`src/rtl/multicycle_fsm_if.sv`:
```
// Control bundle between the multicycle controller and its datapath.
// MULTICYCLE_FSM_PERF_EN adds the InstRet retired-instruction counter.
interface multicycle_fsm_if;
  logic [1:0]  Op;
  logic [5:0]  Funct;
  logic        MemReady;
  logic        IRWrite;
  logic        NextPC;
  logic        RegW;
  logic        MemW;
  logic        Branch;
  logic        ALUOp;
  logic        AdrSrc;
  logic [1:0]  ALUSrcA;
  logic [1:0]  ALUSrcB;
  logic [1:0]  ResultSrc;
  logic        Undef;
  logic [3:0]  State;
`ifdef MULTICYCLE_FSM_PERF_EN
  logic [15:0] InstRet;
`endif

  modport master (
    input  Op, Funct, MemReady,
    output IRWrite, NextPC, RegW, MemW, Branch, ALUOp, AdrSrc,
    output ALUSrcA, ALUSrcB, ResultSrc, Undef, State
`ifdef MULTICYCLE_FSM_PERF_EN
    , output InstRet
`endif
  );

  modport slave (
    output Op, Funct, MemReady,
    input  IRWrite, NextPC, RegW, MemW, Branch, ALUOp, AdrSrc,
    input  ALUSrcA, ALUSrcB, ResultSrc, Undef, State
`ifdef MULTICYCLE_FSM_PERF_EN
    , input InstRet
`endif
  );
endinterface

```
`src/rtl/multicycle_fsm.sv`:
```
// Multicycle processor main controller: Moore FSM with registered control outputs.
// Define MULTICYCLE_FSM_PERF_EN to add the 16-bit InstRet retired-instruction counter.
module multicycle_fsm (
  input logic              clk,
  input logic              reset,
  multicycle_fsm_if.master bus
);

  typedef enum logic [3:0] {
    StFetch    = 4'd0,
    StDecode   = 4'd1,
    StMemAdr   = 4'd2,
    StMemRead  = 4'd3,
    StMemWb    = 4'd4,
    StMemWrite = 4'd5,
    StExecR    = 4'd6,
    StExecI    = 4'd7,
    StAluWb    = 4'd8,
    StBranch   = 4'd9
  } state_e;

  typedef struct packed {
    logic       reg_w;
    logic       mem_w;
    logic       branch;
    logic       alu_op;
    logic       adr_src;
    logic [1:0] alu_src_a;
    logic [1:0] alu_src_b;
    logic [1:0] result_src;
  } ctrl_t;

  state_e state_q, state_d;
  ctrl_t  ctrl_q;

  function automatic ctrl_t decode(input state_e s);
    ctrl_t c;
    c = '0;
    case (s)
      StFetch, StDecode: begin
        c.alu_src_a  = 2'b01;
        c.alu_src_b  = 2'b10;
        c.result_src = 2'b10;
      end
      StMemAdr:   c.alu_src_b = 2'b01;
      StMemRead:  c.adr_src = 1'b1;
      StMemWb: begin
        c.result_src = 2'b01;
        c.reg_w      = 1'b1;
      end
      StMemWrite: begin
        c.adr_src = 1'b1;
        c.mem_w   = 1'b1;
      end
      StExecR:    c.alu_op = 1'b1;
      StExecI: begin
        c.alu_src_b = 2'b01;
        c.alu_op    = 1'b1;
      end
      StAluWb:    c.reg_w = 1'b1;
      StBranch: begin
        c.alu_src_b  = 2'b01;
        c.result_src = 2'b10;
        c.branch     = 1'b1;
      end
      default:    c = '0;
    endcase
    return c;
  endfunction

  always_comb begin
    state_d = StFetch;
    case (state_q)
      StFetch:    state_d = bus.MemReady ? StDecode : StFetch;
      StDecode: begin
        unique case (bus.Op)
          2'b01:   state_d = StMemAdr;
          2'b00:   state_d = bus.Funct[5] ? StExecI : StExecR;
          2'b10:   state_d = StBranch;
          default: state_d = StFetch;
        endcase
      end
      StMemAdr:   state_d = bus.Funct[0] ? StMemRead : StMemWrite;
      StMemRead:  state_d = bus.MemReady ? StMemWb : StMemRead;
      StMemWrite: state_d = bus.MemReady ? StFetch : StMemWrite;
      StExecR,
      StExecI:    state_d = StAluWb;
      default:    state_d = StFetch;
    endcase
  end

  // Control word is precomputed from the next state so outputs come straight from flops.
  always_ff @(posedge clk or negedge reset) begin
    if (!reset) begin
      state_q <= StFetch;
      ctrl_q  <= decode(StFetch);
    end else begin
      state_q <= state_d;
      ctrl_q  <= decode(state_d);
    end
  end

  // Fetch strobes follow MemReady combinationally; reset masks them.
  assign bus.IRWrite   = reset && (state_q == StFetch) && bus.MemReady;
  assign bus.NextPC    = reset && (state_q == StFetch) && bus.MemReady;
  assign bus.Undef     = (state_q == StDecode) && (bus.Op == 2'b11);
  assign bus.RegW      = ctrl_q.reg_w;
  assign bus.MemW      = ctrl_q.mem_w;
  assign bus.Branch    = ctrl_q.branch;
  assign bus.ALUOp     = ctrl_q.alu_op;
  assign bus.AdrSrc    = ctrl_q.adr_src;
  assign bus.ALUSrcA   = ctrl_q.alu_src_a;
  assign bus.ALUSrcB   = ctrl_q.alu_src_b;
  assign bus.ResultSrc = ctrl_q.result_src;
  assign bus.State     = state_q;

`ifdef MULTICYCLE_FSM_PERF_EN
  logic [15:0] inst_ret_q;
  logic        retire;

  always_comb begin
    retire = (state_q == StMemWb) || (state_q == StAluWb) || (state_q == StBranch) ||
             ((state_q == StMemWrite) && bus.MemReady) ||
             ((state_q == StDecode) && (bus.Op == 2'b11));
  end

  always_ff @(posedge clk or negedge reset) begin
    if (!reset) begin
      inst_ret_q <= 16'd0;
    end else if (retire) begin
      inst_ret_q <= inst_ret_q + 16'd1;
    end
  end

  assign bus.InstRet = inst_ret_q;
`endif

endmodule

```
`src/flat_wrapper.sv`:
```
// flat-port wrapper written by rule: the top's interface ports become plain ports
module multicycle_fsm_flat 
  (clk, reset, bus_Op, bus_Funct, bus_MemReady, bus_IRWrite, bus_NextPC, bus_RegW, bus_MemW, bus_Branch, bus_ALUOp, bus_AdrSrc, bus_ALUSrcA, bus_ALUSrcB, bus_ResultSrc, bus_Undef, bus_State);
  multicycle_fsm_if bus_i ();
  input logic clk;
  input logic reset;
  input wire logic [$bits(bus_i.Op)-1:0] bus_Op;
  input wire logic [$bits(bus_i.Funct)-1:0] bus_Funct;
  input wire logic [$bits(bus_i.MemReady)-1:0] bus_MemReady;
  output wire logic [$bits(bus_i.IRWrite)-1:0] bus_IRWrite;
  output wire logic [$bits(bus_i.NextPC)-1:0] bus_NextPC;
  output wire logic [$bits(bus_i.RegW)-1:0] bus_RegW;
  output wire logic [$bits(bus_i.MemW)-1:0] bus_MemW;
  output wire logic [$bits(bus_i.Branch)-1:0] bus_Branch;
  output wire logic [$bits(bus_i.ALUOp)-1:0] bus_ALUOp;
  output wire logic [$bits(bus_i.AdrSrc)-1:0] bus_AdrSrc;
  output wire logic [$bits(bus_i.ALUSrcA)-1:0] bus_ALUSrcA;
  output wire logic [$bits(bus_i.ALUSrcB)-1:0] bus_ALUSrcB;
  output wire logic [$bits(bus_i.ResultSrc)-1:0] bus_ResultSrc;
  output wire logic [$bits(bus_i.Undef)-1:0] bus_Undef;
  output wire logic [$bits(bus_i.State)-1:0] bus_State;
  assign bus_i.Op = bus_Op;
  assign bus_i.Funct = bus_Funct;
  assign bus_i.MemReady = bus_MemReady;
  assign bus_IRWrite = bus_i.IRWrite;
  assign bus_NextPC = bus_i.NextPC;
  assign bus_RegW = bus_i.RegW;
  assign bus_MemW = bus_i.MemW;
  assign bus_Branch = bus_i.Branch;
  assign bus_ALUOp = bus_i.ALUOp;
  assign bus_AdrSrc = bus_i.AdrSrc;
  assign bus_ALUSrcA = bus_i.ALUSrcA;
  assign bus_ALUSrcB = bus_i.ALUSrcB;
  assign bus_ResultSrc = bus_i.ResultSrc;
  assign bus_Undef = bus_i.Undef;
  assign bus_State = bus_i.State;
  multicycle_fsm u_core (.clk(clk), .reset(reset), .bus(bus_i));
endmodule
```
`config.mk`:
```
export PLATFORM = sky130hd
export DESIGN_NAME = multicycle_fsm_flat
export DESIGN_NICKNAME = d
export VERILOG_FILES = /design/src/rtl/multicycle_fsm_if.sv /design/src/rtl/multicycle_fsm.sv /design/src/flat_wrapper.sv
export SDC_FILE = /design/constraint.sdc
export NUM_CORES = 1
export LEC_CHECK = 0
export BUFFER_PORTS_ARGS = -buffer_cell sky130_fd_sc_hd__buf_2
export CAP_MARGIN = 10
export CORE_ASPECT_RATIO = 0.8
export CORE_MARGIN = 2
export CORE_UTILIZATION = 40
export CTS_BUF_LIST = sky130_fd_sc_hd__clkbuf_8 sky130_fd_sc_hd__clkbuf_16
export CTS_CLUSTER_DIAMETER = 120
export CTS_CLUSTER_SIZE = 16
export DETAILED_ROUTE_END_ITERATION = 6
export GPL_TIMING_DRIVEN = 0
export PLACE_DENSITY_LB_ADDON = 0.25
export SLEW_MARGIN = 20
export SYNTH_ARGS = -nofsm -noshare
export SYNTH_HDL_FRONTEND = slang
export SYNTH_SLANG_ARGS = --single-unit
```
`constraint.sdc`:
```
create_clock -name clk -period 3.1 [get_ports clk]
set_input_delay 0.62 -clock clk [delete_from_list [all_inputs] [get_ports clk]]
set_output_delay 0.62 -clock clk [all_outputs]
set_load 0.005 [all_outputs]
```
# ---- Word-level counts from Yosys, hierarchy flattened
# Cells that the tools add are included.
# W data, S select, Z words.
dict set report word_totals {
  register_bits 14
}
dict set report classes {
  n_eq_ne 18
  muxes 15
  reduce_logical 13
}
# operator n
set ops {}
lappend ops {{$eq A4 B3 Y1 const B} 7}
lappend ops {{$pmux W4 S6} 1}
lappend ops {{$eq A4 B2 Y1 const B} 4}
lappend ops {{$pmux W4 S3} 1}
lappend ops {{$reduce_or A2 Y1} 5}
lappend ops {{$mux W3} 3}
lappend ops {{$eq A4 B1 Y1 const B} 2}
lappend ops {{$eq A4 B4 Y1 const B} 2}
lappend ops {{$logic_not A4 Y1} 2}
lappend ops {{$mux W1} 8}
lappend ops {{$pmux W2 S2} 2}
lappend ops {{$reduce_or A3 Y1} 2}
lappend ops {{$eq A2 B2 Y1 const B} 2}
lappend ops {{$logic_and A1 B1 Y1} 3}
lappend ops {{$eq A2 B1 Y1 const B} 1}
lappend ops {{$logic_not A2 Y1} 1}

# ---- Longest topological paths before layout
# Gate-level depths: netlist of the first run.
dict set report logic_depth {
  ltp_word 6
  depth_mapped 6
}

# ---- Worst setup path after synthesis of the first run
# OpenSTA, ideal clock, no wires.
dict set report synth_timing {
  path_kind {flip-flop to output port}
  start {reg u_core.state_q[3], in the netlist u_core.bus.State[3]}
  end {out bus_NextPC}
  t_arrival_ns 1.120
  setup_slack_ns 1.360
  stages_incl_launch_ff 6
  cell_sequence {dfrtp_1 -> buf_2 -> nor2_1 -> nand3_1 -> nor2_1 -> buf_4}
}
dict set report synth_via {
  elab_chain_cells 3
}
# item line
set synth_rtl {}
lappend synth_rtl {{start: declaration} multicycle_fsm.sv:33} ;# state_e state_q, state_d;
lappend synth_rtl {{start signal: assignment} multicycle_fsm.sv:95} ;# state_q <= StFetch;
lappend synth_rtl {{start signal: assignment} multicycle_fsm.sv:98} ;# state_q <= state_d;
lappend synth_rtl {{$logic_not A4 Y1} --}
lappend synth_rtl {{$logic_and A1 B1 Y1 (2 in a row)} --}
lappend synth_rtl {{end: declaration} flat_wrapper.sv:11} ;# output wire logic [$bits(bus_i.NextPC)-1:0] bus_NextPC;
# No other way between the ends.

# ---- Worst setup path in the final report of the first run
dict set report layout_timing {
  start {reg u_core.state_q[3], in the netlist u_core.bus.State[3]}
  end {out bus_NextPC}
}
dict set report layout_via {
  elab_chain_cells 3
}
# item line
set layout_rtl {}
lappend layout_rtl {{$logic_not A4 Y1} multicycle_fsm.sv:105} ;# assign bus.NextPC = reset && (state_q == StFetch) && bus.MemReady;
lappend layout_rtl {{$logic_and A1 B1 Y1 (2 in a row)} multicycle_fsm.sv:105}
# No other way between the ends.

==> implementation parameters, run 1 <==
Parameter                              Value

Setup path
  Critical path depth in cells    6
  Largest fanout on the critical path    9
  Number of buffers and inverters on the critical path    3
  Slowest cell on the critical path    sky130_fd_sc_hd__dfrtp_1
  Nature of the critical path endpoint    primary output
  Delay of the slowest cell on the worst path    0.36 ns
  Worst path arrival time    1.55 ns
  R2R depth    5
  Type of origin of the critical path    register
  Startpoint-to-endpoint class of the critical path    reg2out
  List of cells traversed by the critical path    buf_2 -> nor2_1 -> nand3_1 -> nor2_1 -> buf_4 -> buf_2
  Critical path's top delay family    simple AND/OR/NAND/NOR gates
  Required time reported for the critical path endpoint    2.48 ns

STA
  Unrepaired setup endpoints after global routing    no
  Post-layout minimum cycle time    2.17 ns
  Hold violation count in the final report    0
  Layout Skew    0.000345 ns
  Number of pins with negative max-slew slack in the final report    0
  Setup TNS Final    0 ns
  Highest clock rate    461 MHz
  Count of endpoints failing setup in the final report    0
  Share of the clock period used by the worst path    70.0%

Clock network
  Clk root buf    sky130_fd_sc_hd__clkbuf_8
  CTS max path bufs    2
  Number of H-tree levels    1
  Post_cts resized    0
  Clock transition at path regs    0.05 ns
  Number of sinks driven by the clock tree    14
  Buffers inserted during post-CTS setup optimization    0
  Worst-skew pair later-pin latency    0.24 ns
  Hold bufs inserted after CTS    0
  Clock tree from TritonCTS    done
  Total clock buffers created by CTS    3

GRT
  Total GRT Usage    15.2%
  GRT overflow    0
  Global-route wire length before repair    2460 microns
  Maximum number of pins on one net before global-route repair    16
  Via count of the first global-routing pass    503
  Initial antenna violation count    0

Drt
  Drc violations    0
  Routed WL    1420 microns
  Average wire per standard cell    12.0 microns
  Mean number of vias per cell    4.68
  First-iteration detailed-routing DRC count    6
  Number of search-and-repair iterations in the first detailed-routing pass    2
  Routed via count    557
  Remaining antenna violation count    0

Synthesis
  Cell area after technology mapping    743 sq um
  Primary flip-flop cell chosen by synthesis mapping    sky130_fd_sc_hd__dfrtp_1
  Post-synthesis xor/xnor area fraction    0%
  Post-Synth Adder-Cell Area    0%
  Sequential cell area fraction in the yosys report    47.6%
  Number of flops mapped to enable cells by yosys    0
  Compound-cell area share of the yosys netlist    16.2%
  Flip-flop and latch count after synthesis    14
  Synthesized-area fraction occupied by and/or/nand/nor cells    23.7%
  Syn. warnings    0
  Syn Nets    81
  Post-synthesis async set-or-reset flop share    100%
  Post-synth cell types    34
  Syn_area_per_cell    10.6 sq um
  Post-synthesis instance total    70
  Mux share of post-synthesis cell area    2.69%
  Main combinational cell family by area after synthesis    simple AND/OR/NAND/NOR gates

Final layout
  Ant. Diodes    0
  Fraction of final layout cells sized beyond drive strength 1    45.4%
  Number of nets in the layout    109
  Post-layout instance area    941 sq um
  Synth-to-layout area growth    26.6%

Power
  Highest ir drop seen on vdd    464 uV
  Static power due to leakage    0.485 nW
  Power Density    1010 mW/mm^2

Status
  Outcome    complete, no violations

Die
  Initial Utilization    43.9%
  Cell row count    13
  Top Ports    29
  Die ar.    0.00222 sq mm
  Die Wd    52.2 microns
  Core region area    0.00169 sq mm
  Vert. Die Dim    42.6 microns

Placed design
  Port Buffer Count    23
  Dpl hpwl    1080 microns
  Placement-stage cell area    886 sq um
  Routability congestion estimate    0.746

Job
  Maximum Capacitance Violations    0

Min path
  Type of the tightest min-delay check    in2async
[cell families after synthesis]
kind of cell	Yosys count
buf+inv	11
simple gates	27
compound gates	15
other cells	1
flops	14
mux	2
[layer usage]
metal	track usage (%)	share of wire (%)	vias to the layer above	routed length (microns)
li1	-	-	292	-
met1	20.6	48	246	678
met2	22.0	44	19	623
met3	7.50	8.5	0	121
met4	3.08	0	0	0
met5	0	0	-	0
[layout make-up]
type | count | area, sq um
Buffer | 6 | 50.0
Clock buffer | 4 | 55.1
Fill cell | 157 | 751
Inverter | 5 | 18.8
Multi-Input combinational cell | 45 | 320
Sequential cell | 14 | 354
Tap cell | 22 | 27.5
Timing Repair Buffer | 23 | 115
[state kept, by name, summed over array words and instances, names as in the netlist]
signal,cells
u_core.bus.State,4
u_core.bus.Branch,1
u_core.bus.MemW,1
u_core.bus.ALUSrcB,2
u_core.bus.AdrSrc,1
u_core.bus.ResultSrc,2
u_core.bus.ALUSrcA,1
u_core.bus.RegW,1
u_core.bus.ALUOp,1
[power by group]
part           internal, mW  switching [mW]  leakage, nW  total [mW]
clock                 0.112          0.0605       0.0288       0.173
combinational         0.223           0.267        0.277       0.490
sequential            0.264          0.0247        0.179       0.289
total                 0.599           0.352        0.485       0.951
[worst paths after layout]
path	startpoint	endpoint	slack, ns
min in group clk	u_core.bus.State[3]	u_core.bus.MemW	0.63
hold / removal	reset	u_core.bus.MemW	0.27
hold reg to reg	u_core.bus.State[3]	u_core.bus.MemW	0.63
setup / recovery	u_core.bus.State[3]	bus_NextPC	0.93
setup reg to reg	u_core.bus.State[1]	u_core.bus.ALUSrcB[0]	1.66
max in group asynchronous	reset	u_core.bus.ResultSrc[1]	2.54
[cell usage after synthesis (all sizes together) (2+ instances only)]
master / number / area, sq um
a21oi: 3 / 15.0
buf: 6 / 50.0
dfrtp: 11 / 275
dfstp: 3 / 78.8
inv: 5 / 18.8
mux2i: 2 / 20.0
nand2b: 5 / 33.8
nand3: 2 / 10.0
nor2: 8 / 30.0
nor3: 3 / 15.0
o211ai: 3 / 27.5
o21ai: 3 / 15.0
[per-stage QoR]
step | hold slack [ns] | total power [mW] | cells | setup WS [ns] | utilization (%)
after floorplan | 0.324 | 0.645 | 70 | 1.36 | -
after global placement | 0.532 | 0.776 | 115 | 1.14 | 52.4
after detailed placement | 0.539 | 0.784 | 115 | 1.12 | 52.4
after CTS | 0.277 | 0.962 | 119 | 0.942 | 55.6
after global routing | 0.292 | 1.03 | 119 | 0.837 | 55.6
final | 0.268 | 0.951 | 119 | 0.932 | 55.6
[cells in the final DEF (no fill, tap or decap), types with 2 or more instances in the layout]
cell	synthesis	layout
sky130_fd_sc_hd__o211ai_1	2	2
sky130_fd_sc_hd__clkbuf_8	0	4
sky130_fd_sc_hd__dfrtp_1	11	11
sky130_fd_sc_hd__buf_4	3	3
sky130_fd_sc_hd__nor2_1	8	8
sky130_fd_sc_hd__buf_6	2	2
sky130_fd_sc_hd__nor3_1	3	3
sky130_fd_sc_hd__nand3_1	2	2
sky130_fd_sc_hd__dfstp_2	3	3
sky130_fd_sc_hd__nand2b_1	4	4
sky130_fd_sc_hd__mux2i_1	2	2
sky130_fd_sc_hd__a21oi_1	3	3
sky130_fd_sc_hd__inv_1	4	4
sky130_fd_sc_hd__o21ai_1	2	2
sky130_fd_sc_hd__buf_2	1	24
[worst register-to-register path, stage by stage (launching register included)]
cell	delay [ns]
sky130_fd_sc_hd__dfrtp_1	0.40
sky130_fd_sc_hd__buf_6	0.16
sky130_fd_sc_hd__nor4b_4	0.31
sky130_fd_sc_hd__o211ai_1	0.20
sky130_fd_sc_hd__o211ai_2	0.14
sky130_fd_sc_hd__o31ai_2	0.09
Note: power is estimated with default switching activity, not from simulation.
==> inputs of run 2 (changes only) <==
--- a/config.mk
+++ b/config.mk
@@ -5,6 +5,7 @@
 export SDC_FILE = /design/constraint.sdc
 export NUM_CORES = 1
 export LEC_CHECK = 0
+export ABC_AREA = 1
 export BUFFER_PORTS_ARGS = -buffer_cell sky130_fd_sc_hd__buf_2
 export CAP_MARGIN = 10
 export CORE_ASPECT_RATIO = 0.8
==> constraint.sdc (replaced) <==
create_clock -name clk -period 2 [get_ports clk]
set_input_delay 0.4 -clock clk [delete_from_list [all_inputs] [get_ports clk]]
set_output_delay 0.4 -clock clk [all_outputs]
set_load 0.005 [all_outputs]
==> implementation parameters, run 2 <==
Parameter                              Value

Status
  Outcome    complete, no violations

Clock network
  Clock tree from TritonCTS    done
  CTS max path bufs    2 (unchanged)
  Worst-skew pair later-pin latency    0.24 ns (about the same)
  Clk root buf    sky130_fd_sc_hd__clkbuf_8
  Clock transition at path regs    0.06 ns (about the same)
  Hold bufs inserted after CTS    0 (unchanged)
  Number of H-tree levels    1 (unchanged)
  Number of sinks driven by the clock tree    14 (unchanged)
  Total clock buffers created by CTS    3 (unchanged)

GRT
  Via count of the first global-routing pass    465 (-7.6%)
  Initial antenna violation count    0 (unchanged)
  Maximum number of pins on one net before global-route repair    16 (unchanged)
  GRT overflow    0 (unchanged)
  Global-route wire length before repair    1940 microns (-21%)
  Total GRT Usage    13.5% (-1.8 points)

STA
  Number of pins with negative max-slew slack in the final report    0 (unchanged)
  Setup TNS Final    0 ns (unchanged)
  Unrepaired setup endpoints after global routing    no
  Share of the clock period used by the worst path    92.6%
  Post-layout minimum cycle time    1.85 ns
  Highest clock rate    540 MHz
  Layout Skew    0.000475 ns (+0.000130 ns)
  Post-Route Hold Slack    0.0422 ns (-0.225 ns)
  Hold violation count in the final report    0 (unchanged)
  Final worst setup slack    0.148 ns (-0.783 ns)
  Count of endpoints failing setup in the final report    0 (unchanged)

Synthesis
  Cell accounting for the most synthesized area    sky130_fd_sc_hd__dfrtp_1
  Post-synth cell types    18 (-47%)
  Post-synthesis instance total    78 (+11%)
  Number of flops mapped to enable cells by yosys    0 (unchanged)
  Cell area after technology mapping    678 sq um (-8.8%)
  Compound-cell area share of the yosys netlist    0.738% (-15 points)
  Sequential cell area fraction in the yosys report    52.2% (+4.6 points)
  Flip-flop and latch count after synthesis    14 (unchanged)
  Syn Nets    89 (+9.9%)
  Post-synthesis async set-or-reset flop share    100% (unchanged)
  Main combinational cell family by area after synthesis    simple AND/OR/NAND/NOR gates
  Syn_area_per_cell    8.69 sq um (-18%)
  Area fraction of the dominant cell type after synthesis    40.6% (+3.6 points)
  Mux share of post-synthesis cell area    0% (-2.7 points)
  Synthesized-area fraction occupied by and/or/nand/nor cells    34.9% (+11 points)
  Largest cells by area after synthesis    sky130_fd_sc_hd__dfrtp_1, sky130_fd_sc_hd__dfstp_2, sky130_fd_sc_hd__inv_1
  Syn. warnings    0 (unchanged)
  Post-synthesis xor/xnor area fraction    0% (unchanged)
  Post-Synth Adder-Cell Area    0% (unchanged)
  Most frequent cells after synthesis    sky130_fd_sc_hd__inv_1, sky130_fd_sc_hd__nand2_1, sky130_fd_sc_hd__dfrtp_1
  Primary flip-flop cell chosen by synthesis mapping    sky130_fd_sc_hd__dfrtp_1

Power
  Fraction of power consumed by the clock network    23.3% (+5.1 points)
  Highest ir drop seen on vdd    610 uV (+31%)
  Power Density    1330 mW/mm^2 (+32%)
  Internal portion of total power    0.749 mW (+25%)
  Static power due to leakage    0.545 nW (+12%)
  Net switching fraction of the power    36.2% (-0.81 points)
  Switching power total    0.424 mW (+21%)
  Combinational power share    39.2% (-12 points)
  Fraction of power consumed by sequential logic    37.5% (+7.1 points)

Drt
  Number of search-and-repair iterations in the first detailed-routing pass    4 (+2)
  Routed via count    533 (-4.3%)
  Mean number of vias per cell    4.20 (-10%)
  Average wire per standard cell    8.92 microns (-25%)
  Routed WL    1130 microns (-20%)
  First-iteration detailed-routing DRC count    9 (+3)
  Drc violations    0 (unchanged)
  Remaining antenna violation count    0 (unchanged)

Final layout
  Commonest non-fill, non-tap cell in the layout    sky130_fd_sc_hd__buf_2
  Number of nets in the layout    117 (+7.3%)
  Fin util    54.7% (-0.92 points)
  Number of flip-flops in the largest register    4 (unchanged)
  Number of fillers in the final layout    162 (+3.2%)
  Ant. Diodes    0 (unchanged)
  Synth-to-layout area growth    29.9%
  Most used cells in the layout excluding fill and tap cells    sky130_fd_sc_hd__buf_2, sky130_fd_sc_hd__nand2_1, sky130_fd_sc_hd__inv_1, sky130_fd_sc_hd__dfrtp_1, sky130_fd_sc_hd__nor2_2
  Fraction of final layout cells sized beyond drive strength 1    49.5% (+4.2 points)

Setup path
  Largest fanout on the critical path    8 (-1)
  Delay of the slowest cell on the worst path    0.41 ns (+0.05 ns)
  Required time reported for the critical path endpoint    1.60 ns (-0.88 ns)
  Type of origin of the critical path    register
  Critical path depth in cells    5 (-1)
  Slowest cell on the critical path    sky130_fd_sc_hd__dfrtp_1
  Nature of the critical path endpoint    primary output
  Startpoint-to-endpoint class of the critical path    reg2out
  Critical path's top delay family    simple AND/OR/NAND/NOR gates
  R2R depth    6 (+1)
  Worst path arrival time    1.45 ns (-0.10 ns)
  Number of buffers and inverters on the critical path    2 (-1)
  List of cells traversed by the critical path    nor2_4 -> nand2_1 -> nor3b_2 -> buf_4 -> buf_2

Die
  Initial Utilization    42.1% (-1.8 points)
  Die Wd    50.0 microns (-4.1%)
  Core region area    0.00161 sq mm (-4.8%)
  Cell row count    13 (unchanged)
  Vert. Die Dim    40.8 microns (-4.1%)
  Die ar.    0.00204 sq mm (-8.0%)
  Top Ports    29 (unchanged)

Placed design
  Port Buffer Count    23 (unchanged)
  Setup Slack @ Placement    0.352 ns (-0.771 ns)
  Dpl hpwl    903 microns (-17%)
  Routability congestion estimate    0.779 (+4.4%)

Min path
  Type of the tightest min-delay check    in2async

Job
  Maximum Capacitance Violations    0 (unchanged)
run 2: cell types whose count changed after synthesis, sizes merged, moves of 3 or more:
cell	previous run	this run
o211ai	3	0
nand2	1	18
nor2	8	15
inv	5	17
buf	6	2
a21oi	3	0
nand3	2	7
nand2b	5	0
run 2: kinds of logic (layout without fill, tap and decap cells):
group | after synthesis | count (layout)
buffers and inverters | 19 | 46
AND/OR/NAND/NOR | 43 | 43
other | 1 | 1
AO/OA/AOI/OAI | 1 | 1
flip-flops | 14 | 14
run 2: layer usage:
layer	routed length (microns)	track usage (%)	up-vias	share of wire [%]
li1	-	-	281	-
met1	523	16.4	230	46
met2	499	22.0	20	44
met3	90	4.74	2	7.9
met4	19	6.25	0	1.7
met5	0	0	-	0
run 2: final cells by class:
type,count,area (sq um),area share [%]
Sequential cell,14,354,40.2
Multi-Input combinational cell,45,250,28.4
Timing Repair Buffer,23,115,13.1
Inverter,17,63.8,7.24
Clock buffer,4,55.1,6.25
Tap cell,22,27.5,3.12
Buffer,2,15.0,1.70
run 2: worst paths after layout:
kind | startpoint | to | slack, ns
max | u_core.bus.State[3] | bus_NextPC | 0.15
min | reset | u_core.bus.ResultSrc[0] | 0.04
max reg2reg | u_core.bus.State[3] | u_core.bus.ALUSrcB[0] | 0.73
min reg2reg | u_core.bus.State[2] | u_core.bus.ResultSrc[1] | 0.65
max in group asynchronous | reset | u_core.bus.ResultSrc[1] | 1.67
min in group clk | bus_Op[0] | u_core.bus.ResultSrc[1] | 0.45
run 2: power by group through the flow:
stage,Clock (mW),Sequential (mW),Combinational (mW)
5_1_grt,0.288,0.450,0.535
6_report,0.273,0.440,0.460
2_1_floorplan,0,0.460,0.296
4_1_cts,0.275,0.441,0.465
3_3_place_gp,0,0.444,0.459
3_5_place_dp,0,0.445,0.464
run 2: repair_timing:
action | CTS | global route
endpoints found under the setup margin | 0 | 2
resized for setup | 0 | 1
buffers inserted | 0 | 0
run 2: metrics by stage:
stage	total power, mW	cell area, sq um	instances
3_3_place_gp	0.903	821	123
4_1_cts	1.18	876	127
5_1_grt	1.27	881	127
3_5_place_dp	0.909	821	123
2_1_floorplan	0.756	678	78
6_report	1.17	881	127
run 2: worst reg2reg max path, cell delays in order, from the launching register on:
cell,delay [ns]
sky130_fd_sc_hd__dfrtp_1,0.41
sky130_fd_sc_hd__nor2_4,0.24
sky130_fd_sc_hd__nand3_1,0.18
sky130_fd_sc_hd__nand3_1,0.16
sky130_fd_sc_hd__nor3_2,0.07
sky130_fd_sc_hd__nand2_1,0.07
sky130_fd_sc_hd__nand2_1,0.04
